File: src/rtl/evm_pkg.sv
// Shared types and seven-segment constants for the three-candidate voting core.
package evm_pkg;

    localparam int unsigned NUM_CAND = 3;
    localparam int unsigned CAND_A   = 0;
    localparam int unsigned CAND_B   = 1;
    localparam int unsigned CAND_C   = 2;

    typedef logic [3:0] vote_cnt_t;

    typedef enum logic [2:0] {
        LeadNone,
        LeadA,
        LeadB,
        LeadC,
        LeadTie
    } leader_t;

    // Active-low segment patterns, bit order {g,f,e,d,c,b,a}
    localparam logic [6:0] SEG_0     = 7'b1000000;
    localparam logic [6:0] SEG_1     = 7'b1111001;
    localparam logic [6:0] SEG_2     = 7'b0100100;
    localparam logic [6:0] SEG_3     = 7'b0110000;
    localparam logic [6:0] SEG_4     = 7'b0011001;
    localparam logic [6:0] SEG_5     = 7'b0010010;
    localparam logic [6:0] SEG_6     = 7'b0000010;
    localparam logic [6:0] SEG_7     = 7'b1111000;
    localparam logic [6:0] SEG_8     = 7'b0000000;
    localparam logic [6:0] SEG_9     = 7'b0010000;
    localparam logic [6:0] SEG_A     = 7'b0001000;
    localparam logic [6:0] SEG_B     = 7'b0000011;
    localparam logic [6:0] SEG_C     = 7'b1000110;
    localparam logic [6:0] SEG_DASH  = 7'b0111111;
    localparam logic [6:0] SEG_BLANK = 7'b1111111;

    function automatic logic [6:0] seg_digit(input vote_cnt_t d);
        logic [6:0] seg;
        case (d)
            4'd0:    seg = SEG_0;
            4'd1:    seg = SEG_1;
            4'd2:    seg = SEG_2;
            4'd3:    seg = SEG_3;
            4'd4:    seg = SEG_4;
            4'd5:    seg = SEG_5;
            4'd6:    seg = SEG_6;
            4'd7:    seg = SEG_7;
            4'd8:    seg = SEG_8;
            4'd9:    seg = SEG_9;
            default: seg = SEG_BLANK;
        endcase
        return seg;
    endfunction

endpackage

File: src/rtl/evm_seg_driver.sv
// Multiplexed 4-digit seven-segment scan: counts on digits 0-2, leader on digit 3.
// Digit 3 shows the leader only when WINNER_DIGIT_EN is defined; otherwise it is blank.
module evm_seg_driver
    import evm_pkg::*;
#(
    parameter int unsigned REFRESH_BITS = 18
) (
    input  logic      clk,
    input  logic      rst,
    input  vote_cnt_t count_a,
    input  vote_cnt_t count_b,
    input  vote_cnt_t count_c,
    input  leader_t   leader,
    output logic [6:0] display,
    output logic [3:0] an
);

    logic [REFRESH_BITS-1:0] scan_q;
    logic [1:0]              sel;
    logic [6:0]              digit3;
    logic [6:0]              seg_d;
    logic [3:0]              an_d;

    assign sel = scan_q[REFRESH_BITS-1 -: 2];

`ifdef WINNER_DIGIT_EN
    always_comb begin
        digit3 = SEG_BLANK;
        case (leader)
            LeadA:   digit3 = SEG_A;
            LeadB:   digit3 = SEG_B;
            LeadC:   digit3 = SEG_C;
            LeadTie: digit3 = SEG_DASH;
            default: digit3 = SEG_BLANK;
        endcase
    end
`else
    logic unused_leader;
    assign unused_leader = ^leader;
    assign digit3        = SEG_BLANK;
`endif

    always_comb begin
        an_d  = 4'b1111;
        seg_d = SEG_BLANK;
        case (sel)
            2'd0: begin
                an_d  = 4'b1110;
                seg_d = seg_digit(count_a);
            end
            2'd1: begin
                an_d  = 4'b1101;
                seg_d = seg_digit(count_b);
            end
            2'd2: begin
                an_d  = 4'b1011;
                seg_d = seg_digit(count_c);
            end
            default: begin
                an_d  = 4'b0111;
                seg_d = digit3;
            end
        endcase
    end

    // Anode and pattern share one register stage so they never disagree for a cycle
    always_ff @(posedge clk or posedge rst) begin
        if (rst) begin
            scan_q  <= '0;
            an      <= 4'b1111;
            display <= SEG_BLANK;
        end else begin
            scan_q  <= scan_q + 1'b1;
            an      <= an_d;
            display <= seg_d;
        end
    end

endmodule

File: src/rtl/evm_display_three_candidates.sv
// Three-candidate voting machine: button conditioning, lockout, saturating counts,
// leader LEDs and display scan. Optional leader digit under WINNER_DIGIT_EN.
module evm_display_three_candidates
    import evm_pkg::*;
#(
    parameter int unsigned LOCKOUT_CYCLES = 50000,
    parameter int unsigned REFRESH_BITS   = 18,
    parameter int unsigned MAX_VOTES      = 9
) (
    input  logic       clk,
    input  logic       rst,
    input  logic       vote_enable,
    input  logic       A,
    input  logic       B,
    input  logic       C,
    output logic [6:0] display,
    output logic [3:0] an,
    output logic       ledA,
    output logic       ledB,
    output logic       ledC
);

    localparam int unsigned LOCK_W = (LOCKOUT_CYCLES > 1) ? $clog2(LOCKOUT_CYCLES) : 1;

    logic [2:0]        sync1_q;
    logic [2:0]        sync2_q;
    logic [2:0]        prev_q;
    logic [2:0]        edges;
    logic              single_edge;
    logic              accept;
    logic [LOCK_W-1:0] lock_q;
    vote_cnt_t         votes [0:NUM_CAND-1];
    leader_t           leader;

    assign edges       = sync2_q & ~prev_q;
    assign single_edge = (edges == 3'b001) || (edges == 3'b010) || (edges == 3'b100);
    assign accept      = vote_enable && (lock_q == '0) && single_edge;

    always_ff @(posedge clk or posedge rst) begin
        if (rst) begin
            sync1_q <= '0;
            sync2_q <= '0;
            prev_q  <= '0;
        end else begin
            sync1_q <= {C, B, A};
            sync2_q <= sync1_q;
            prev_q  <= sync2_q;
        end
    end

    // Rejected edges (multi-press, disabled, locked) never touch the lockout
    always_ff @(posedge clk or posedge rst) begin
        if (rst) begin
            lock_q <= '0;
        end else if (accept) begin
            lock_q <= LOCK_W'(LOCKOUT_CYCLES - 1);
        end else if (lock_q != '0) begin
            lock_q <= lock_q - 1'b1;
        end
    end

    always_ff @(posedge clk or posedge rst) begin
        if (rst) begin
            for (int unsigned i = 0; i < NUM_CAND; i++) begin
                votes[i] <= '0;
            end
        end else begin
            for (int unsigned i = 0; i < NUM_CAND; i++) begin
                if (accept && edges[i] && (votes[i] < vote_cnt_t'(MAX_VOTES))) begin
                    votes[i] <= votes[i] + 4'd1;
                end
            end
        end
    end

    assign ledA = (votes[CAND_A] != '0) && (votes[CAND_A] >= votes[CAND_B])
                  && (votes[CAND_A] >= votes[CAND_C]);
    assign ledB = (votes[CAND_B] != '0) && (votes[CAND_B] >= votes[CAND_A])
                  && (votes[CAND_B] >= votes[CAND_C]);
    assign ledC = (votes[CAND_C] != '0) && (votes[CAND_C] >= votes[CAND_A])
                  && (votes[CAND_C] >= votes[CAND_B]);

    // No LED lit only happens when every count is zero
    always_comb begin
        leader = LeadTie;
        case ({ledC, ledB, ledA})
            3'b000:  leader = LeadNone;
            3'b001:  leader = LeadA;
            3'b010:  leader = LeadB;
            3'b100:  leader = LeadC;
            default: leader = LeadTie;
        endcase
    end

    evm_seg_driver #(
        .REFRESH_BITS(REFRESH_BITS)
    ) u_seg_driver (
        .clk    (clk),
        .rst    (rst),
        .count_a(votes[CAND_A]),
        .count_b(votes[CAND_B]),
        .count_c(votes[CAND_C]),
        .leader (leader),
        .display(display),
        .an     (an)
    );

endmodule

File: config.mk
export PLATFORM = sky130hd
export DESIGN_NAME = evm_display_three_candidates
export DESIGN_NICKNAME = d
export VERILOG_FILES = /design/src/rtl/evm_pkg.sv /design/src/rtl/evm_seg_driver.sv /design/src/rtl/evm_display_three_candidates.sv
export SDC_FILE = /design/constraint.sdc
export NUM_CORES = 1
export LEC_CHECK = 0
export ABC_AREA = 0
export ABC_CLOCK_PERIOD_IN_PS = 3800
export BUFFER_PORTS_ARGS = -buffer_cell sky130_fd_sc_hd__buf_4
export CAP_MARGIN = 20
export CORE_AREA = 2 2 106 108
export DETAILED_ROUTE_END_ITERATION = 16
export DIE_AREA = 0 0 108 110
export PLACE_DENSITY = 0.53
export SLEW_MARGIN = 20
export SYNTH_ARGS = -nofsm -noshare
export SYNTH_HDL_FRONTEND = slang
export SYNTH_SLANG_ARGS = --single-unit
File: constraint.sdc
create_clock -name clk -period 3.8 [get_ports clk]
set_clock_uncertainty 0.2 [all_clocks]
set_input_delay 0.38 -clock clk [delete_from_list [all_inputs] [get_ports clk]]
set_output_delay 0.38 -clock clk [all_outputs]
set_load 0.02 [all_outputs]
# Word level (Yosys, flattened, before mapping)
# Memory sizes are Yosys's and may differ from the RTL's.
# Cells that the tools add are included.
# totals
regBits,66
romBits,336
out_inout_bits,14
wordCells,61
memories,3
# mem_list
memory,words,width,rd,rd_ports_with_merged_regs,write_ports,line_no,rtl
(name not given),16,7,1,0,0,evm_pkg.sv:38,case (d)
(name not given),16,7,1,0,0,evm_pkg.sv:38,
(name not given),16,7,1,0,0,evm_pkg.sv:38,
# classes
n_addsub,5
n_lt_le_gt_ge,9
eq_ne,5
mux,4
bitwise_logic,2
reduce_logical,23
# ops
op,n
2-to-1 mux 16 bit,2
greater-or-equal comparator 4 bit,6
case mux 7 bit (3 select lines),1
"adder 18 x 1 -> 18 bit, second input constant",1
logical NOT 16 bit,1
nonzero test 16 bit,1
"subtractor 16 x 1 -> 16 bit, second input constant",1
logical AND 1 bit,14
"adder 4 x 1 -> 4 bit, second input constant",3
"less-than comparator 4 bit, second input constant",3
case mux 4 bit (3 select lines),1
nonzero test 4 bit,3
AND 3 bit,1
"== test 3 x 1 -> 1 bit, second input constant",1
"== test 3 x 2 -> 1 bit, second input constant",1
"== test 3 bit, second input constant",1
NOT 3 bit,1
"== test 2 x 1 -> 1 bit, second input constant",1
"== test 2 bit, second input constant",1
logical NOT 2 bit,1
logical OR 1 bit,2
nonzero test 2 bit,1

# Logic depth before layout (Yosys ltp)
# Gate-level depths: netlist of run 1.
# depth
depth_word,8
mapped_depth,7

# By module
# From an unflattened synthesis of run 1, not the netlist that was laid out.
# unflattened
cells_unflattened,382
area_unflattened_um2,3946.3
# by_module_without_submodules
mod,n_inst,cells_each,area_per_inst_um2,seq_area_each_um2
evm_display_three_candidates,1,203,2164.6,925.9
evm_seg_driver,1,179,1781.7,739.5

# Worst setup path before layout of run 1
# Ideal clock, no wire load.
# synth_timing
kind,flip-flop to output port
startpoint,reg votes[10] (netlist bit)
endpoint,out ledA
t_arrival_ns,2.072
setup_slack_ns,1.148
path_stages_with_launch,8
path_buffers,1
path_cell_list,dfrtp_1 clkbuf_1 clkinv_1 ha_1 o21a_1 o21ai_0 nand2b_1 a221oi_1
# synth_between
elab_chain_cells,3
elab_cells_between_ends,5
# synth_lines
item,line_no,rtl
start: declaration,evm_display_three_candidates.sv:32,vote_cnt_t votes [0:NUM_CAND-1];
start signal: indexed assignment,evm_display_three_candidates.sv:70,votes[i] <= votes[i] + 4'd1;
greater-or-equal comparator 4 bit or nonzero test 4 bit (tied branches),evm_display_three_candidates.sv:76,assign ledA = (votes[CAND_A] != '0) && (votes[CAND_A] >= votes[CAND_B])
logical AND 1 bit,evm_display_three_candidates.sv:76,
logical AND 1 bit *,evm_display_three_candidates.sv:77,&& (votes[CAND_A] >= votes[CAND_C]);
end: declaration,evm_display_three_candidates.sv:18,"output logic ledA,"
# Mark *: on every way between the ends. The rest lies on a longest branch, timed or not.

# Worst setup path in the final report of run 1
# layout_timing
startpoint,reg votes[5] (netlist bit)
endpoint,out ledB
# layout_between
elab_chain_cells,3
elab_cells_between_ends,5
# layout_lines
item,line_no,rtl
greater-or-equal comparator 4 bit or nonzero test 4 bit (tied branches),evm_display_three_candidates.sv:78,assign ledB = (votes[CAND_B] != '0) && (votes[CAND_B] >= votes[CAND_A])
logical AND 1 bit,evm_display_three_candidates.sv:78,
logical AND 1 bit *,evm_display_three_candidates.sv:79,&& (votes[CAND_B] >= votes[CAND_C]);
end: declaration,evm_display_three_candidates.sv:19,"output logic ledB,"
# Marked as above.

==> results of run 1 <==
[per-layer routing]
metal	vias to the layer above	share of wire
met5	-	0
met4	0	0.025
met3	16	0.034
met2	54	0.46
met1	1275	0.48
li1	1332	-
[logic make-up after synthesis]
logic type | count (synthesis)
fa+ha+maj | 33
buf+inv | 34
xor+xnor | 34
flops | 66
simple gates | 118
mux | 3
compound gates | 73
[worst paths after layout]
check                           slack (ns)                       to  cells past startpoint
worst max-delay path                  0.81                     ledB                      8
worst min-delay path                  0.03                 votes[1]                      2
worst max register to register        1.36                 votes[5]                      6
worst min register to register        0.15               sync2_q[2]                      0
max in group asynchronous             2.48  u_seg_driver.display[0]                      3
min in group clk                      0.15               sync2_q[2]                      0
[area by class of cell]
cell class | count | area (µm²)
Fill cell | 1067 | 6470
Multi-Input combinational cell | 261 | 1890
Sequential cell | 66 | 1670
Tap cell | 140 | 175
Clock inverter | 2 | 60.1
Inverter | 26 | 97.6
Timing Repair Buffer | 23 | 180
Clock buffer | 13 | 159
[state kept, by name (all words and copies together), names as in the netlist]
| signal | count |
|---|---|
| prev_q | 3 |
| sync1_q | 3 |
| lock_q | 16 |
| votes | 12 |
| u_seg_driver.an | 4 |
| sync2_q | 3 |
| u_seg_driver.display | 7 |
| u_seg_driver.scan_q | 18 |
[what timing repair did]
action | 4_1_cts | 5_1_grt
hold endpoints to repair | 3 | 0
hold buffers | 3 | 0
setup buffers | 0 | 0
[synth_stat cells (2+ instances only)]
cell type,count,area [µm²]
a211oi_1,4,30.0
a21o_1,5,37.5
a21oi_1,23,115
a221oi_1,2,17.5
a311oi_1,2,17.5
a31oi_1,4,25.0
and3_1,3,18.8
and4_1,3,26.3
clkbuf_1,8,30.0
clkinv_1,2,7.51
dfrtp_1,55,1380
dfstp_2,11,289
ha_1,33,413
inv_1,24,90.1
nand2_1,27,101
nand2b_1,10,62.6
nand3_1,14,70.1
nand4_1,8,50.1
nor2_1,24,90.1
nor2b_1,5,31.3
nor3_1,8,40.0
nor4_1,3,18.8
o211ai_1,3,22.5
o21a_1,4,30.0
o21ai_0,6,30.0
o21ai_1,3,15.0
o221ai_1,3,26.3
o22ai_1,2,12.5
o41ai_1,3,26.3
or3_1,2,12.5
xnor2_1,25,219
xor2_1,9,78.8
[through the flow]
stage,setup WS (ns),instances,utilization
after detailed placement,1.24,513,0.372
after CTS,0.849,531,0.395
final,0.809,531,0.395
after global routing,0.651,531,0.395
after global placement,1.28,513,0.372
after floorplan,1.15,361,-
[where the power goes]
group	switching [mW]	internal, mW
Sequential	0.0742	0.754
Combinational	0.0701	0.0616
Clock	0.266	0.403
Total	0.410	1.22
[worst reg2reg max path, cell delays in order, from the launching register on]
cell and delay [ns]:
dfrtp_1 0.43, inv_1 0.10, ha_1 0.19, nor4b_4 0.39
and4_1 0.34, nand4_1 0.28, mux2_1 0.40
==> reports/qor.yml, run 1 <==
status: "complete, no violations"
synth_top_family_by_area: "simple AND/OR/NAND/NOR gates"
antenna_found_initial: 0
peakVddDrop_uv: 177
use_met3: 0.0241
synth_fp_nets: 400
holdWs_ns: 0.0308
rows: 38
crit_buf_inv: 2
layout-drive-gt1-share: 0.138
fmax_mhz: 334
postRouteAntennaNets: 0
crit_required_ns: 3.22
syn_to_final_growth_pct: 14.8
period_share: 0.787
drv_slew: 0
grt_pass1_vias: 2678
worstPathArrival_ns: 2.41
max-clock-path-buffers: 2
grt_pass1_wl_um: 13100
cp_cell_sequence: "inv_1 -> ha_1 -> nor2b_1 -> o21a_1 -> o21a_1 -> o21ai_0 -> o311a_1 -> buf_4"
power_density_mw_per_mm2: 385
ys_seq_elements: 66
wire_per_inst_um: 14.8
max_cap_viol_count: 0
ys_types: 55
root_buffer: "clkbuf_8"
synth_edf_count: 0
drt_iter0_drc: 131
die_w_um: 108
slew_headroom: 0.406
cts_max_level: 3
yosys.area_share.adder: 0.112
leakage_nw: 1.79
hp-class: "in2async"
ios: 20
clkSlewWorstSetupHoldPaths_ns: 0.08
synthMuxAreaShare: 0.00883
ys.flop_type: "dfrtp_1"
io_buffers: 19
layout_commonest_cell: "dfrtp_1"
numCtsBuffers: 9
rsz0062_at_grt: "no"
cts_tree: "done"
finalSetupViolCount: 0
crit_path_max_fanout: 7
globalRouteOverflowTotal: 0
syn_inst: 361
place.gp.congestion: 0.890
yosys_warnings: 0
clock_sinks: 66
vias: 2677
hold_viol_final: 0
tns_ns: 0
die_h_um: 110
drc: 0
period_minus_slack_ns: 2.99
insertion_delay_ns: 0.35
endpoint_kind: "output port"
grt_util_met1: 0.190
p_total_mw: 1.63
final_cell_mix: "55 x dfrtp_1, 33 x ha_1, 27 x nand2_1"
dp_hpwl_um: 5620
crit_top_cell: "o21a_1"
initial_core_util: 0.344
async_flop_share: 1.00
worstReg2RegStart: "lock_q[0]"
grt_max_degree: 45
routed_via_density: 5.04
layout.nets: 426
grt_use_total: 0.143
core_area_mm2: 0.0107
grt_use_met2: 0.229
seq_area_frac_synth: 0.452
diodes: 0
synthXorXnorAreaFrac: 0.0808
place_area_mm2: 0.00398
worstSetupPathType: "reg2out"
cpMaxStageDelayCell: "dfrtp_1"
syn_area_mm2: 0.00368
grt_busiest_layer: "met2"
critical_path.max_stage_delay_ns: 0.52
cp_top_family: "compound AO/OA/AOI/OAI gates"
die_area_mm2: 0.0119
post_cts_resized: 0
synth-simple-area-share: 0.175
startpoint: "votes[5]"
wl_um: 7880
cp-start-kind: "register"
synth_compound_area_frac: 0.137
drt-pass1-iter-count: 4
tightestPinTransition_ns: 0.890
design_area_mm2: 0.00423
syn_area_per_cell_um2: 10.2
(Power assumes the default switching activity.)
==> run 2, diff against run 1 <==
--- a/config.mk
+++ b/config.mk
@@ -6,7 +6,7 @@
 export NUM_CORES = 1
 export LEC_CHECK = 0
 export ABC_AREA = 0
-export ABC_CLOCK_PERIOD_IN_PS = 3800
+export ABC_CLOCK_PERIOD_IN_PS = 3000
 export BUFFER_PORTS_ARGS = -buffer_cell sky130_fd_sc_hd__buf_4
 export CAP_MARGIN = 20
 export CORE_AREA = 2 2 106 108
==> constraint.sdc (replaced) <==
create_clock -name clk -period 3 [get_ports clk]
set_clock_uncertainty 0.2 [all_clocks]
set_input_delay 0.3 -clock clk [delete_from_list [all_inputs] [get_ports clk]]
set_output_delay 0.3 -clock clk [all_outputs]
set_load 0.02 [all_outputs]
==> run 2 against run 1 <==
  * Non-clock buffer count rose by 4
  * Register-to-register slack got worse by 0.81 ns
  * Count of clock-buffer cells in the layout fell by 4
  * First-iteration DRC count rose by 27%
  * Combinational power rose by 27%
  * Cell count rose by 0.94%
  * Global-route usage fell by 0.056 points
  * Core utilization rose by 0.57 points
  * Setup slack got worse by 0.64 ns
  * Die area did not move
  * Critical path type unchanged
  * Power rose by 27%
  * Sequential share of layout area fell by 0.53 points
==> reports/qor.yml, run 2 (synthesis results as in run 1) <==
status: "complete, no violations"
startpoint: "votes[10]"
grt_max_degree: 35
die_w_um: 108
grt_pass1_vias: 2632
layout-drive-gt1-share: 0.159
initial_core_util: 0.344
leakage_nw: 1.80
tightestPinTransition_ns: 0.716
fill_cells: 1069
drt-pass1-iter-count: 4
endpoint_kind: "output port"
tns_ns: 0
cts_max_level: 3
drt_iter0_drc: 167
largest_reg_flops: 18
finalSetupViolCount: 0
layout.nets: 430
root_buffer: "clkbuf_8"
grt_use_total: 0.143
max-clock-path-buffers: 2
dr_wl_met2_um: 3440
dp_hpwl_um: 5500
placedCellCount: 516
core_area_mm2: 0.0107
ios: 20
hold_viol_final: 0
cts_tree: "done"
clkSlewWorstSetupHoldPaths_ns: 0.08
insertion_delay_ns: 0.36
wl_um: 7570
r2r_slack_ns: 0.55
slew_headroom: 0.522
period_minus_slack_ns: 2.83
wl_met3_um: 264
postRouteAntennaNets: 0
routed_via_density: 4.95
place_area_mm2: 0.00402
routed.top_layer: "met4"
syn_to_final_growth_pct: 16.4
worstReg2RegStart: "lock_q[0]"
worstSetupPathType: "reg2out"
vias: 2653
rows: 38
place.gp.congestion: 0.836
hp-class: "reg2reg"
period_share: 0.943
regMostFlops: "u_seg_driver.scan_q"
die_h_um: 110
drv_slew: 0
die_area_mm2: 0.0119
top_regs: "u_seg_driver.scan_q x18, lock_q x16, votes x12"
worstHoldStart: "sync1_q[1]"
peakVddDrop_uv: 245
crit_path_max_fanout: 10
globalRouteOverflowTotal: 0
design_area_mm2: 0.00429
diodes: 0
rsz0062_at_grt: "no"
wire_per_inst_um: 14.1
layout_commonest_cell: "dfrtp_1"
final_cells: 536
met1_length_um: 3650
cp-start-kind: "register"
crit_required_ns: 2.50
numCtsBuffers: 9
drc: 0
final_cell_mix: "54 x dfrtp_1, 33 x ha_1, 27 x nand2_1"
io_buffers: 19
antenna_found_initial: 0
worstPathArrival_ns: 2.33
max_cap_viol_count: 0
clock_sinks: 66
fmax_mhz: 354
grt_pass1_wl_um: 13000
power_density_mw_per_mm2: 481
## run 2: cell types whose count changed in the layout (fill, tap and decap cells not counted), moves of 2 or more
cell,change
clkbuf_8,-2
buf_4,+2
clkinv_1,-2
clkbuf_1,-2
clkinvlp_4,+3
clkinv_4,+3
## run 2: critical path: stages (launching register included)
cell        delay, ns
dfrtp_1          0.54
clkinvlp_4       0.26
ha_1             0.36
o21a_1           0.12
o21ai_0          0.15
nand2b_1         0.07
a221oi_1         0.28
buf_4            0.19
## run 2: final timing paths
kind	endpoint	cells after the start
max	ledA	7
max reg2reg	votes[5]	6
min in group asynchronous	u_seg_driver.scan_q[0]	3
min	sync2_q[1]	0
min reg2reg	sync2_q[1]	0
max in group asynchronous	u_seg_driver.display[2]	4
## run 2: per-layer routing
metal	GRT usage	up-vias
met5	0	-
met4	0.0769	0
met3	0.0347	17
met2	0.215	41
met1	0.190	1254
li1	-	1341
## run 2: area by class of cell
cell class / instances / area, µm² / area share
flip-flops and latches: 66 / 1670 / 0.388
clock inverters: 7 / 103 / 0.0239
clock buffers: 9 / 124 / 0.0289
well taps: 140 / 175 / 0.0408
inverters: 26 / 105 / 0.0245
repair buffers: 27 / 225 / 0.0525
multi-input cells: 261 / 1890 / 0.441
## run 2: power breakdown
part | leakage [nW] | switching [mW] | internal, mW | total (mW)
Combinational | 0.910 | 0.0865 | 0.0806 | 0.167
Clock | 0.110 | 0.374 | 0.474 | 0.848
Sequential | 0.781 | 0.0933 | 0.954 | 1.05
## run 2: per-stage QoR
stage                     power [mW]  setup slack, ns  hold slack [ns]  utilization
after floorplan                 1.18            0.428            0.131            -
after global placement          1.23            0.572            0.137        0.375
after detailed placement        1.23            0.514            0.136        0.375
after CTS                       2.10            0.101            0.155        0.400
after global routing            2.17          0.00214            0.159        0.401
final                           2.06            0.172            0.152        0.401
## run 2: what timing repair did
action	CTS	global route
hold buffers	4	0
setup buffers	0	0
resized for setup	0	3
endpoints found under the hold margin	28	0
setup endpoints to repair	0	3
==> run 3, diff against run 2 <==
--- a/config.mk
+++ b/config.mk
@@ -6,14 +6,16 @@
 export NUM_CORES = 1
 export LEC_CHECK = 0
 export ABC_AREA = 0
-export ABC_CLOCK_PERIOD_IN_PS = 3000
+export ABC_CLOCK_PERIOD_IN_PS = 3100
 export BUFFER_PORTS_ARGS = -buffer_cell sky130_fd_sc_hd__buf_4
 export CAP_MARGIN = 20
-export CORE_AREA = 2 2 106 108
+export CORE_AREA = 2 2 110 112
 export DETAILED_ROUTE_END_ITERATION = 16
-export DIE_AREA = 0 0 108 110
+export DIE_AREA = 0 0 112 114
+export HOLD_SLACK_MARGIN = 0.03
 export PLACE_DENSITY = 0.53
 export SLEW_MARGIN = 20
 export SYNTH_ARGS = -nofsm -noshare
 export SYNTH_HDL_FRONTEND = slang
+export SYNTH_HIERARCHICAL = 1
 export SYNTH_SLANG_ARGS = --single-unit
==> constraint.sdc (replaced) <==
create_clock -name clk -period 3.1 [get_ports clk]
set_clock_uncertainty 0.2 [all_clocks]
set_input_delay 0.31 -clock clk [delete_from_list [all_inputs] [get_ports clk]]
set_output_delay 0.31 -clock clk [all_outputs]
set_load 0.02 [all_outputs]
==> run 3 against run 2 <==
  * Final area is 5.0% higher
  * Sequential share of layout area is 1.9 points lower
  * Die area is 7.5% higher
  * Power is 7.9% lower
  * First-iteration DRC count is 27% lower
  * Via count is 3.7% higher
  * Register-to-register slack worse by 0.05 ns
  * Flip-flop and latch count stayed put
  * Core utilization is 1.6 points lower
  * Synthesized cell count is 2.8% higher
  * Highest routed layer unchanged
  * Largest cell class unchanged
  * Global-route usage is 1.9 points lower
  * Clock power is 17% higher
==> reports/qor.yml, run 3 <==
status: "complete, no violations"
period_minus_slack_ns: 2.78
peakVddDrop_uv: 248
wl_um: 7240
vias: 2751
root_buffer: "clkbuf_16"
synth_fp_nets: 417
rsz0062_at_grt: "no"
grt_use_total: 0.124
crit_path_max_fanout: 13
placedCellCount: 531
layout-drive-gt1-share: 0.178
cts_tree: "done"
insertion_delay_ns: 0.33
max_cap_viol_count: 0
syn_area_per_cell_um2: 10.4
postRouteAntennaNets: 0
grt_max_degree: 38
antenna_found_initial: 0
diodes: 0
endpoint_kind: "output port"
initial_core_util: 0.331
syn_area_mm2: 0.00387
largest_reg_flops: 18
drt-pass1-iter-count: 4
fill_cells: 1173
die_area_mm2: 0.0128
io_buffers: 19
drt_iter0_drc: 122
rows: 40
place.gp.congestion: 0.844
hp-class: "reg2reg"
clkSlewWorstSetupHoldPaths_ns: 0.05
wire_per_inst_um: 13.1
tightestPinTransition_ns: 0.575
post_cts_resized: 0
drv_slew: 0
layout.nets: 445
grt_pass1_vias: 2809
grt_pass1_wl_um: 12800
numCtsBuffers: 9
core_area_mm2: 0.0117
yosys_warnings: 6
worstPathArrival_ns: 2.27
fmax_mhz: 360
routed_via_density: 4.99
final_cells: 551
tns_ns: 0
globalRouteOverflowTotal: 0
hold_viol_final: 0
max-clock-path-buffers: 2
period_share: 0.897
slew_headroom: 0.616
drc: 0
cts_max_level: 3
clock_sinks: 66
syn_to_final_growth_pct: 16.3
syn_inst: 371
layout_commonest_cell: "dfrtp_1"
finalSetupViolCount: 0
power_density_mw_per_mm2: 422
leakage_nw: 2.08
crit_required_ns: 2.59
worstSetupPathType: "reg2out"
die_w_um: 112
r2r_slack_ns: 0.50
top_regs: "u_seg_driver/scan_q x18, lock_q x16, votes x12"
final_cell_mix: "55 x dfrtp_1, 40 x ha_1, 32 x inv_1"
regMostFlops: "u_seg_driver/scan_q"
die_h_um: 114
ios: 20
dp_hpwl_um: 5300
cp-start-kind: "register"
run 3: stage by stage:
stage / power, mW / hold slack [ns] / util / setup WS, ns / cell area, µm²
floorplan: 0.906 / 0.131 / - / 0.692 / 3870
global placement: 0.922 / 0.136 / 0.355 / 0.546 / 4160
detailed placement: 0.922 / 0.136 / 0.355 / 0.494 / 4160
CTS: 1.94 / 0.148 / 0.385 / 0.318 / 4500
global route: 1.98 / 0.158 / 0.385 / 0.185 / 4500
finish: 1.90 / 0.144 / 0.385 / 0.321 / 4500
run 3: final cells by class:
type,instances,area [µm²],share of cell area
Clock buffer,13,282,0.0625
Clock inverter,3,20.0,0.00444
Inverter,33,124,0.0275
Multi-Input combinational cell,264,2030,0.451
Sequential cell,66,1670,0.370
Tap cell,147,184,0.0408
Timing Repair Buffer,25,198,0.0439
run 3: power breakdown:
group	internal, mW	switching, mW	total (mW)
registers	0.869	0.00167	0.871
logic	0.0132	0.0253	0.0385
clock network	0.633	0.357	0.990
run 3: what timing repair did:
action | in CTS | in global routing
hold buffers | 4 | 0
hold endpoints to repair | 40 | 0
setup buffers | 0 | 0
run 3: worst max-delay path, cell delays in order (launching register included):
cell and delay [ns]:
dfrtp_1 0.59, inv_1 0.19, ha_1 0.34, nand3_1 0.13
o22a_1 0.21, a22o_1 0.23, nand2_1 0.07, inv_1 0.04
buf_4 0.14
run 3: path summary, 6_finish.rpt:
kind,end,start,depth (start not counted)
max,ledA,votes[10],8
min,sync2_q[1],sync1_q[1],0
max reg2reg,votes[9],lock_q[0],7
min reg2reg,sync2_q[1],sync1_q[1],0
max in group asynchronous,u_seg_driver/an[1],rst,3
min in group asynchronous,u_seg_driver/scan_q[6],rst,3
run 3: layer usage:
| metal | vias to the layer above | wire length [µm] | track usage |
|---|---|---|---|
| li1 | 1370 | - | - |
| met1 | 1328 | 3500 | 0.153 |
| met3 | 15 | 257 | 0.0393 |
| met5 | - | 0 | 0 |
| met2 | 38 | 3330 | 0.201 |
| met4 | 0 | 146 | 0.0528 |
